**config.mk**
```make
export PLATFORM = sky130hd
export DESIGN_NAME = casez_classifier_flat
export DESIGN_NICKNAME = d
export VERILOG_FILES = /design/src/rtl/casez_classifier_if.sv /design/src/rtl/casez_classifier.sv /design/src/flat_wrapper.sv
export SDC_FILE = /design/constraint.sdc
export NUM_CORES = 1
export LEC_CHECK = 0
export CAP_MARGIN = 30
export CORE_ASPECT_RATIO = 2
export CORE_MARGIN = 3
export CORE_UTILIZATION = 56
export DETAILED_ROUTE_END_ITERATION = 16
export GPL_TIMING_DRIVEN = 0
export PLACE_DENSITY = 0.79
export SLEW_MARGIN = 5
export SYNTH_ARGS = -nofsm -noshare
export SYNTH_HDL_FRONTEND = slang
export SYNTH_SLANG_ARGS = --single-unit
```
**constraint.sdc**
```tcl
create_clock -name clk -period 3.05 [get_ports clk]
set_input_delay 0.305 -clock clk [delete_from_list [all_inputs] [get_ports clk]]
set_output_delay 0.305 -clock clk [all_outputs]
set_load 0.03 [all_outputs]
```
**src/rtl/casez_classifier_if.sv**
```systemverilog
`timescale 1ns/1ps
// -----------------------------------------------------------------------------
// casez_classifier_if
// Bundles the configuration write port and the two valid/ready streams of the
// pattern classifier.
//   cfg_we/cfg_idx/cfg_val/cfg_care/cfg_code/cfg_en : table entry write
//   in_valid/in_ready/in_data                       : words to classify
//   out_valid/out_ready/out_code/out_hit/out_multi  : registered results
// master = the side that drives words and configuration (e.g. a testbench),
// slave  = the classifier itself.
// -----------------------------------------------------------------------------
interface casez_classifier_if #(
  parameter int UW   = 8,
  parameter int NPAT = 5,
  parameter int CW   = 4
);
  localparam int IW = (NPAT > 1) ? $clog2(NPAT) : 1;

  // Table configuration
  logic          cfg_we;
  logic [IW-1:0] cfg_idx;
  logic [UW-1:0] cfg_val;
  logic [UW-1:0] cfg_care;
  logic [CW-1:0] cfg_code;
  logic          cfg_en;

  // Input stream
  logic          in_valid;
  logic          in_ready;
  logic [UW-1:0] in_data;

  // Output stream
  logic          out_valid;
  logic          out_ready;
  logic [CW-1:0] out_code;
  logic          out_hit;
  logic          out_multi;

  modport master (
    output cfg_we, cfg_idx, cfg_val, cfg_care, cfg_code, cfg_en,
    output in_valid, in_data,
    input  in_ready,
    input  out_valid, out_code, out_hit, out_multi,
    output out_ready
  );

  modport slave (
    input  cfg_we, cfg_idx, cfg_val, cfg_care, cfg_code, cfg_en,
    input  in_valid, in_data,
    output in_ready,
    output out_valid, out_code, out_hit, out_multi,
    input  out_ready
  );
endinterface

```
**src/rtl/casez_classifier.sv**
```systemverilog
`timescale 1ns/1ps
// -----------------------------------------------------------------------------
// casez_classifier
// Classifies each accepted input word against a programmable table of
// value/care-mask entries (a run-time casez). The lowest-index enabled entry
// that matches supplies the class code; words matching no entry get DEF_CODE.
// Words matching two or more entries are flagged (out_multi) and counted in a
// saturating violation counter.
//
// Ports
//   clk        : clock, all state updates on the rising edge
//   rst        : synchronous active-high reset
//   bus        : casez_classifier_if.slave
//                  cfg_*   table write (takes effect the following cycle)
//                  in_*    valid/ready input stream
//                  out_*   valid/ready output stream, latency 1
//   viol_count : saturating count of accepted words with multiple matches
// -----------------------------------------------------------------------------
module casez_classifier #(
  parameter int            UW       = 8,
  parameter int            NPAT     = 5,
  parameter int            CW       = 4,
  parameter logic [CW-1:0] DEF_CODE = '1,
  parameter int            CNTW     = 16
) (
  input  logic                clk,
  input  logic                rst,
  casez_classifier_if.slave   bus,
  output logic [CNTW-1:0]     viol_count
);

  // One table entry; care bit 0 makes the corresponding data bit a wildcard.
  typedef struct packed {
    logic          en;
    logic [UW-1:0] val;
    logic [UW-1:0] care;
    logic [CW-1:0] code;
  } entry_t;

  // ---------------------------------------------------------------------------
  // State
  // ---------------------------------------------------------------------------
  entry_t          tbl_q [NPAT];
  entry_t          tbl_d [NPAT];

  logic            out_valid_q, out_valid_d;
  logic [CW-1:0]   out_code_q,  out_code_d;
  logic            out_hit_q,   out_hit_d;
  logic            out_multi_q, out_multi_d;
  logic [CNTW-1:0] viol_q,      viol_d;

  // ---------------------------------------------------------------------------
  // Combinational signals
  // ---------------------------------------------------------------------------
  logic            cfg_ok;
  logic [NPAT-1:0] match;
  logic [CW-1:0]   cls_code;
  logic            cls_hit;
  logic            cls_multi;
  logic            in_ready;
  logic            accept;

  // Writes addressed beyond the last entry are dropped rather than aliased.
  assign cfg_ok = bus.cfg_we && (32'(bus.cfg_idx) < NPAT);

  // ---------------------------------------------------------------------------
  // Table next state. The classification below reads tbl_q, so a write in the
  // same cycle as a transfer only affects later words.
  // ---------------------------------------------------------------------------
  always_comb begin : table_next
    // NOTE: every variable written here gets a default first so no path leaves
    // it unassigned; otherwise synthesis infers a latch.
    tbl_d = tbl_q;
    if (cfg_ok) begin
      tbl_d[bus.cfg_idx] = '{en:   bus.cfg_en,
                             val:  bus.cfg_val,
                             care: bus.cfg_care,
                             code: bus.cfg_code};
    end
  end

  // ---------------------------------------------------------------------------
  // Per-entry match: only the cared-for bits must agree.
  // ---------------------------------------------------------------------------
  always_comb begin : match_vec
    match = '0;
    for (int i = 0; i < NPAT; i++) begin
      match[i] = tbl_q[i].en &&
                 (((bus.in_data ^ tbl_q[i].val) & tbl_q[i].care) == '0);
    end
  end

  // ---------------------------------------------------------------------------
  // Priority pick. Scanning from the top index down means the last match seen
  // is the lowest index; any match found after a first one flags multi.
  // ---------------------------------------------------------------------------
  always_comb begin : priority_pick
    cls_code  = DEF_CODE;
    cls_hit   = 1'b0;
    cls_multi = 1'b0;
    for (int i = NPAT - 1; i >= 0; i--) begin
      if (match[i]) begin
        if (cls_hit) begin
          cls_multi = 1'b1;
        end
        cls_hit  = 1'b1;
        cls_code = tbl_q[i].code;
      end
    end
  end

  // ---------------------------------------------------------------------------
  // Single-stage output register with valid/ready. A new word can enter when
  // the stage is empty or is being drained this cycle, giving full throughput.
  // ---------------------------------------------------------------------------
  assign in_ready = !out_valid_q || bus.out_ready;
  assign accept   = bus.in_valid && in_ready;

  always_comb begin : out_next
    out_valid_d = out_valid_q;
    out_code_d  = out_code_q;
    out_hit_d   = out_hit_q;
    out_multi_d = out_multi_q;
    viol_d      = viol_q;

    if (accept) begin
      out_valid_d = 1'b1;
      out_code_d  = cls_code;
      out_hit_d   = cls_hit;
      out_multi_d = cls_multi;
    end else if (bus.out_ready) begin
      out_valid_d = 1'b0;
    end

    // Counted at acceptance, saturating at all-ones.
    if (accept && cls_multi && (viol_q != '1)) begin
      viol_d = viol_q + CNTW'(1);
    end
  end

  // ---------------------------------------------------------------------------
  // Registers
  // ---------------------------------------------------------------------------
  always_ff @(posedge clk) begin : regs
    // NOTE: non-blocking assignments here so every flop samples the values
    // from before the edge, independent of statement order.
    if (rst) begin
      // NOTE: the table is reset explicitly because a cleared table (all
      // entries disabled) is the defined post-reset behaviour; a plain RAM
      // without reset would leave stale entries matching.
      for (int i = 0; i < NPAT; i++) begin
        tbl_q[i] <= '0;
      end
      out_valid_q <= 1'b0;
      out_code_q  <= DEF_CODE;
      out_hit_q   <= 1'b0;
      out_multi_q <= 1'b0;
      viol_q      <= '0;
    end else begin
      tbl_q       <= tbl_d;
      out_valid_q <= out_valid_d;
      out_code_q  <= out_code_d;
      out_hit_q   <= out_hit_d;
      out_multi_q <= out_multi_d;
      viol_q      <= viol_d;
    end
  end

  // ---------------------------------------------------------------------------
  // Outputs
  // ---------------------------------------------------------------------------
  assign bus.in_ready  = in_ready;
  assign bus.out_valid = out_valid_q;
  assign bus.out_code  = out_code_q;
  assign bus.out_hit   = out_hit_q;
  assign bus.out_multi = out_multi_q;
  assign viol_count    = viol_q;

endmodule

```
**src/flat_wrapper.sv**
```systemverilog
// flat-port wrapper written by rule: the top's interface ports become plain ports
module casez_classifier_flat 
#(
  parameter int            UW       = 8,
  parameter int            NPAT     = 5,
  parameter int            CW       = 4,
  parameter logic [CW-1:0] DEF_CODE = '1,
  parameter int            CNTW     = 16
)
  (clk, rst, viol_count, bus_cfg_we, bus_cfg_idx, bus_cfg_val, bus_cfg_care, bus_cfg_code, bus_cfg_en, bus_in_valid, bus_in_data, bus_in_ready, bus_out_valid, bus_out_code, bus_out_hit, bus_out_multi, bus_out_ready);
  casez_classifier_if #(.UW(UW), .NPAT(NPAT), .CW(CW)) bus_i ();
  input  logic clk;
  input  logic rst;
  output logic [CNTW-1:0] viol_count;
  input wire logic [$bits(bus_i.cfg_we)-1:0] bus_cfg_we;
  input wire logic [$bits(bus_i.cfg_idx)-1:0] bus_cfg_idx;
  input wire logic [$bits(bus_i.cfg_val)-1:0] bus_cfg_val;
  input wire logic [$bits(bus_i.cfg_care)-1:0] bus_cfg_care;
  input wire logic [$bits(bus_i.cfg_code)-1:0] bus_cfg_code;
  input wire logic [$bits(bus_i.cfg_en)-1:0] bus_cfg_en;
  input wire logic [$bits(bus_i.in_valid)-1:0] bus_in_valid;
  input wire logic [$bits(bus_i.in_data)-1:0] bus_in_data;
  output wire logic [$bits(bus_i.in_ready)-1:0] bus_in_ready;
  output wire logic [$bits(bus_i.out_valid)-1:0] bus_out_valid;
  output wire logic [$bits(bus_i.out_code)-1:0] bus_out_code;
  output wire logic [$bits(bus_i.out_hit)-1:0] bus_out_hit;
  output wire logic [$bits(bus_i.out_multi)-1:0] bus_out_multi;
  input wire logic [$bits(bus_i.out_ready)-1:0] bus_out_ready;
  assign bus_i.cfg_we = bus_cfg_we;
  assign bus_i.cfg_idx = bus_cfg_idx;
  assign bus_i.cfg_val = bus_cfg_val;
  assign bus_i.cfg_care = bus_cfg_care;
  assign bus_i.cfg_code = bus_cfg_code;
  assign bus_i.cfg_en = bus_cfg_en;
  assign bus_i.in_valid = bus_in_valid;
  assign bus_i.in_data = bus_in_data;
  assign bus_in_ready = bus_i.in_ready;
  assign bus_out_valid = bus_i.out_valid;
  assign bus_out_code = bus_i.out_code;
  assign bus_out_hit = bus_i.out_hit;
  assign bus_out_multi = bus_i.out_multi;
  assign bus_i.out_ready = bus_out_ready;
  casez_classifier #(.UW(UW), .NPAT(NPAT), .CW(CW), .DEF_CODE(DEF_CODE), .CNTW(CNTW)) u_core (.clk(clk), .rst(rst), .bus(bus_i), .viol_count(viol_count));
endmodule
```
Yosys cells after proc, flatten, opt, wreduce, memory -nomap -nowiden --
Cells that the tools add are included.
Operators by class: $lt $le $gt $ge 3, reduce and logical (&&, ||, !) cells 18, bitwise logic cells 11, $add $sub $neg 1, equality and inequality tests 1, muxes and demuxes 23
Operators by type and width (count):
- bitwise mux 105 bit | 1
- demux 21 bit (select 3 bit) | 1
- AND 8 bit | 5
- logical NOT 8 bit | 5
- bitwise XOR 8 bit | 5
- 2-to-1 mux 21 bit | 1
- 2-to-1 mux 4 bit | 5
- adder 16 x 1 -> 16 bit (second input constant) | 1
- inequality test 16 bit (second input constant) | 1
- 2-to-1 mux 1 bit | 15
- logical AND 1 bit | 10
- >= comparator 4 bit (second input constant) | 1
- less-than comparator 4 x 1 -> 1 bit (second input constant) | 1
- NOT 3 -> 4 bit | 1
- less-than comparator 3 bit (second input constant) | 1
- nonzero test 2 bit | 1
- logical NOT 1 bit | 1
- logical OR 1 bit | 1
Word-level totals: output and inout bits 24, logic and storage cells 82, register bits 128, bits of input ports 37

Depth between registers and ports, before layout --
Gate-level depths: netlist (run 1).
depth after elaboration 15, mapped depth 10, depth with buffers taken out 8

Worst setup path before layout (run 1) --
OpenSTA, ideal clock, no wires.
path type input to register, start in bus_in_data[7], end reg u_core.viol_q[7] (netlist: u_core.viol_count[7]), slack 0.807 ns, data required time 2.927 ns, library setup time 0.123 ns, buffers on the path 2, arrival time 2.120 ns, stages 9, cell sequence buf_6 > xor2_1 > a22o_1 > a221oi_2 > and4_4 > o21ba_1 > buf_2 > nor4_1 > mux2_1
On the way: cells in the longest elaborated chain, start to end 15, elaborated cells on any way between the ends 34, those cells by class mux (12); bitwise (10); reduce/logical (12)
RTL lines:
- start: declaration | line flat_wrapper.sv:22 | input wire logic [$bits(bus_i.in_data)-1:0] bus_in_data;
- bitwise XOR 8 bit | line casez_classifier.sv:89 | (((bus.in_data ^ tbl_q[i].val) & tbl_q[i].care) == '0);
- AND 8 bit | line casez_classifier.sv:89
- logical NOT 8 bit | line casez_classifier.sv:89
- logical AND 1 bit | line casez_classifier.sv:88 | match[i] = tbl_q[i].en &&
- 2-to-1 mux 1 bit | line casez_classifier.sv:102 | if (match[i]) begin
- 2-to-1 mux 1 bit | line casez_classifier.sv:103 | if (cls_hit) begin
- 2-to-1 mux 1 bit | line casez_classifier.sv:102
- 2-to-1 mux 1 bit | line casez_classifier.sv:103
- 2-to-1 mux 1 bit | line casez_classifier.sv:102
- 2-to-1 mux 1 bit | line casez_classifier.sv:103
- 2-to-1 mux 1 bit | line casez_classifier.sv:102
- 2-to-1 mux 1 bit | line casez_classifier.sv:103
- 2-to-1 mux 1 bit * | line casez_classifier.sv:102
- logical AND 1 bit * (2 in a row) | line casez_classifier.sv:136 | if (accept && cls_multi && (viol_q != '1)) begin
- end signal: assignment | line casez_classifier.sv:165 | viol_q <= viol_d;
- end: declaration | line casez_classifier.sv:50 | logic [CNTW-1:0] viol_q, viol_d;
Mark *: on every way between the ends. The rest lies on a longest branch, timed or not. A chain may end at the register's enable or synchronous reset.

Worst setup path after layout (run 1) --
start reg u_core.tbl_q[102] in the netlist's numbering, end reg u_core.viol_q[13] (netlist: u_core.viol_count[13])
On the way: cells in the longest elaborated chain, start to end 7
RTL lines:
- start: declaration | line casez_classifier.sv:43 | entry_t tbl_q [NPAT];
- start signal: assignment | line casez_classifier.sv:160 | tbl_q <= tbl_d;
- bitwise XOR 8 bit | line casez_classifier.sv:89
- AND 8 bit | line casez_classifier.sv:89
- logical NOT 8 bit | line casez_classifier.sv:89
- logical AND 1 bit | line casez_classifier.sv:88
- 2-to-1 mux 1 bit | line casez_classifier.sv:102
- logical AND 1 bit (2 in a row) | line casez_classifier.sv:136
Every way passes these cells.

==> results of run 1 <==
## registers in the layout, summed over array words and instances (netlist names)
signal	flops
u_core.bus.out_valid	1
u_core.bus.out_code	4
u_core.bus.out_hit	1
u_core.tbl_q	105
u_core.bus.out_multi	1
u_core.viol_count	16
## area by class of cell
type,count,area [um^2]
tap,132,165
timing repair buffer,50,500
clock inverter,6,130
multi-input combinational,538,2820
clock buffer,23,488
sequential,128,2560
buffer,52,241
fill,787,2850
inverter,2,7.51
## Yosys cell counts, types with 8 or more instances
cell | number | share of area
nand2_1 | 239 | 0.16
clkbuf_1 | 33 | 0.022
dfxtp_1 | 128 | 0.46
nor2_1 | 30 | 0.020
mux2_1 | 13 | 0.026
nor4_1 | 11 | 0.012
a21oi_1 | 113 | 0.10
nor2b_1 | 12 | 0.013
a22oi_1 | 12 | 0.016
nand4_1 | 8 | 0.0089
xor2_1 | 40 | 0.062
## kinds of logic after synthesis
family | after synthesis | synth area share
flip-flops | 128 | 0.455
multiplexers | 13 | 0.0260
AO/OA/AOI/OAI | 147 | 0.148
adder cells (fa/ha/maj) | 1 | 0.00222
buffers and inverters | 54 | 0.0443
XOR/XNOR | 40 | 0.0623
AND/OR/NAND/NOR | 337 | 0.262
## path summary, 6_finish.rpt
check                                       from                                  to  slack, ns  depth (start not counted)
setup / recovery  u_core.tbl_q[102]$_SDFFE_PP0P_  u_core.viol_count[13]$_SDFFE_PP0P_       0.41                          9
hold / removal                               rst   u_core.viol_count[2]$_SDFFE_PP0P_       0.41                          3
setup reg to reg  u_core.tbl_q[102]$_SDFFE_PP0P_  u_core.viol_count[13]$_SDFFE_PP0P_       0.41                          9
hold reg to reg    u_core.tbl_q[27]$_SDFFE_PP0P_       u_core.tbl_q[27]$_SDFFE_PP0P_       0.45                          2
## critical path: cells and delay by family (launching register included)
family	cells	cell delay [ns]
multiplexers	1	0.36
buffers and inverters	1	0.19
flip-flops	1	0.32
XOR/XNOR	1	0.18
AO/OA/AOI/OAI	3	0.55
AND/OR/NAND/NOR	3	0.92
## report_power, final
| group | switching, mW | internal, mW | leakage [nW] | total, mW |
|---|---|---|---|---|
| Clock | 0.699 | 1.44 | 0.305 | 2.14 |
| Combinational | 0.197 | 0.105 | 1.16 | 0.302 |
| Sequential | 0.0203 | 1.71 | 1.04 | 1.73 |
| Total | 0.917 | 3.25 | 2.50 | 4.17 |
## layout by cell type, fill, tap and decap left out, types with 2 or more instances in the layout
master,synthesis,routed
nor4_1,11,11
buf_6,5,5
a31oi_1,4,4
or3_1,2,2
xor2_1,40,40
buf_2,7,7
and3_1,4,4
clkdlybuf4s50_1,0,50
o31ai_1,3,3
and2_1,4,4
bufinv_16,0,4
nor2_1,30,30
mux2_1,13,13
o221ai_1,4,4
nor4b_2,3,3
nand2b_1,2,2
or2_2,3,3
nor2_4,2,2
a21oi_1,113,113
or4_1,3,3
inv_1,2,2
nor3_1,5,5
clkbuf_16,0,17
nand3_1,5,5
clkbuf_1,33,35
nand4_1,8,8
clkbuf_8,0,4
clkinv_2,0,2
buf_1,7,7
o22ai_1,4,4
nand2_1,239,239
dfxtp_1,128,128
nor2b_1,12,12
a22oi_1,12,12
a211oi_1,2,2
## per-layer routing
layer	vias to the layer above	track usage	share of wire
met5	-	0	0
met4	0	0.288	0.11
met3	103	0.0695	0.064
li1	2543	-	-
met2	265	0.537	0.51
met1	2496	0.286	0.32
## metrics by stage
stage	hold slack [ns]	worst slack, ns	cells
after global placement	0.442	0.415	902
after CTS	0.404	0.465	931
after floorplan	0.434	0.807	720
after detailed placement	0.447	0.382	902
after global routing	0.446	0.281	931
final	0.405	0.413	931
==> impl_metrics.env, run 1 <==
export IMPL_syn_to_final_growth_pct=22.8
export IMPL_status="finished clean"
export IMPL_finalInstanceArea_mm2=0.00691
export IMPL_routed_via_count=5407
export IMPL_fin_util=0.708
export IMPL_tns_ns=0
export IMPL_cp_arrival_ns=2.94
export IMPL_drive_above_1_share=0.0626
export IMPL_die_h_um=148
export IMPL_cts_tree="built"
export IMPL_cts_buffer_depth=2
export IMPL_clock_skew_final_ns=0.00879
export IMPL_detail_route_antenna_nets=0
export IMPL_path_max_fanout=10
export IMPL_synth_edf_count=0
export IMPL_cts_buffers=17
export IMPL_synthArstFlopShare=0
export IMPL_peakVddDrop_v=0.000488
export IMPL_wire_per_inst_um=18.4
export IMPL_crit_chain="xor2_1 > a22oi_1 > nand4_1 > nor2_4 > a211oi_1 > o21ba_1 > buf_2 > nor4_1 > mux2_1"
export IMPL_core_area_mm2=0.00976
export IMPL_grt_util_all_layers=0.306
export IMPL_fmax_mhz=379
export IMPL_cts_sinks=128
export IMPL_dp_hpwl_um=12400
export IMPL_cts_setup_buffers=0
export IMPL_crit_type="reg2reg"
export IMPL_finalCritPeriodShare=0.865
export IMPL_hold_path_class="in2reg"
export IMPL_worstSetupEndpointType="register"
export IMPL_clk_latency_ns=0.42
export IMPL_final_nets=827
export IMPL_crit_slowest_cell="nor4_1"
export IMPL_firstDrtPassIters=6
export IMPL_post_synth_num_cell_types=40
export IMPL_pin_count=61
export IMPL_antenna_found_initial=0
export IMPL_cts_hold_buf=0
export IMPL_max_stage_delay_ns=0.43
export IMPL_path_clk_slew_ns=0.05
export IMPL_drt_total_wl_um=17200
export IMPL_grt_pass1_wl_um=26500
export IMPL_via_per_inst=5.81
export IMPL_grt_pass1_vias=5352
export IMPL_leakagePower_nw=2.50
export IMPL_drt_iter0_markers=344
export IMPL_yosysWarnings=0
export IMPL_avgSynthCellArea_um2=7.81
export IMPL_start_util=0.576
export IMPL_h_tree_depth=4
export IMPL_cts_resized_gates=0
export IMPL_worst_slew_pin_slew_ns=0.641
export IMPL_root_buffer="clkbuf_16"
export IMPL_seq_area_frac_synth=0.455
export IMPL_synth_flop_cell="dfxtp_1"
export IMPL_power_mw=4.17
export IMPL_ys_seq_elements=128
export IMPL_maxCapViolations=0
export IMPL_dieArea_mm2=0.0114
export IMPL_synth_cell_area_mm2=0.00563
export IMPL_finalSetupViolations=0
export IMPL_grt_overflow=0
export IMPL_required_ns=3.35
export IMPL_grt_setup_unrepaired="false"
export IMPL_portBuffers=50
export IMPL_final_hold_viol_count=0
export IMPL_gp_congestion=0.937
export IMPL_maxSlewViolCount=0
export IMPL_placed_area_mm2=0.00629
export IMPL_cp_start_kind="register"
export IMPL_slew_headroom=0.573
export IMPL_power_density_mw_per_mm2=603
export IMPL_rows=51
export IMPL_synthCells=720
export IMPL_min_period_ns=2.64
export IMPL_post_route_drc_count=0
export IMPL_insertedDiodeCount=0
export IMPL_die_w_um=76.9
export IMPL_grt_max_degree=17
export IMPL_syn_nets=758
(Power assumes the default switching activity.)
==> run 2: changes to the inputs <==
CTS_CLUSTER_SIZE = 25   (was unset)
==> results of run 2 <==
No change in the layout: final DEF, timing and power equal those of run 1.
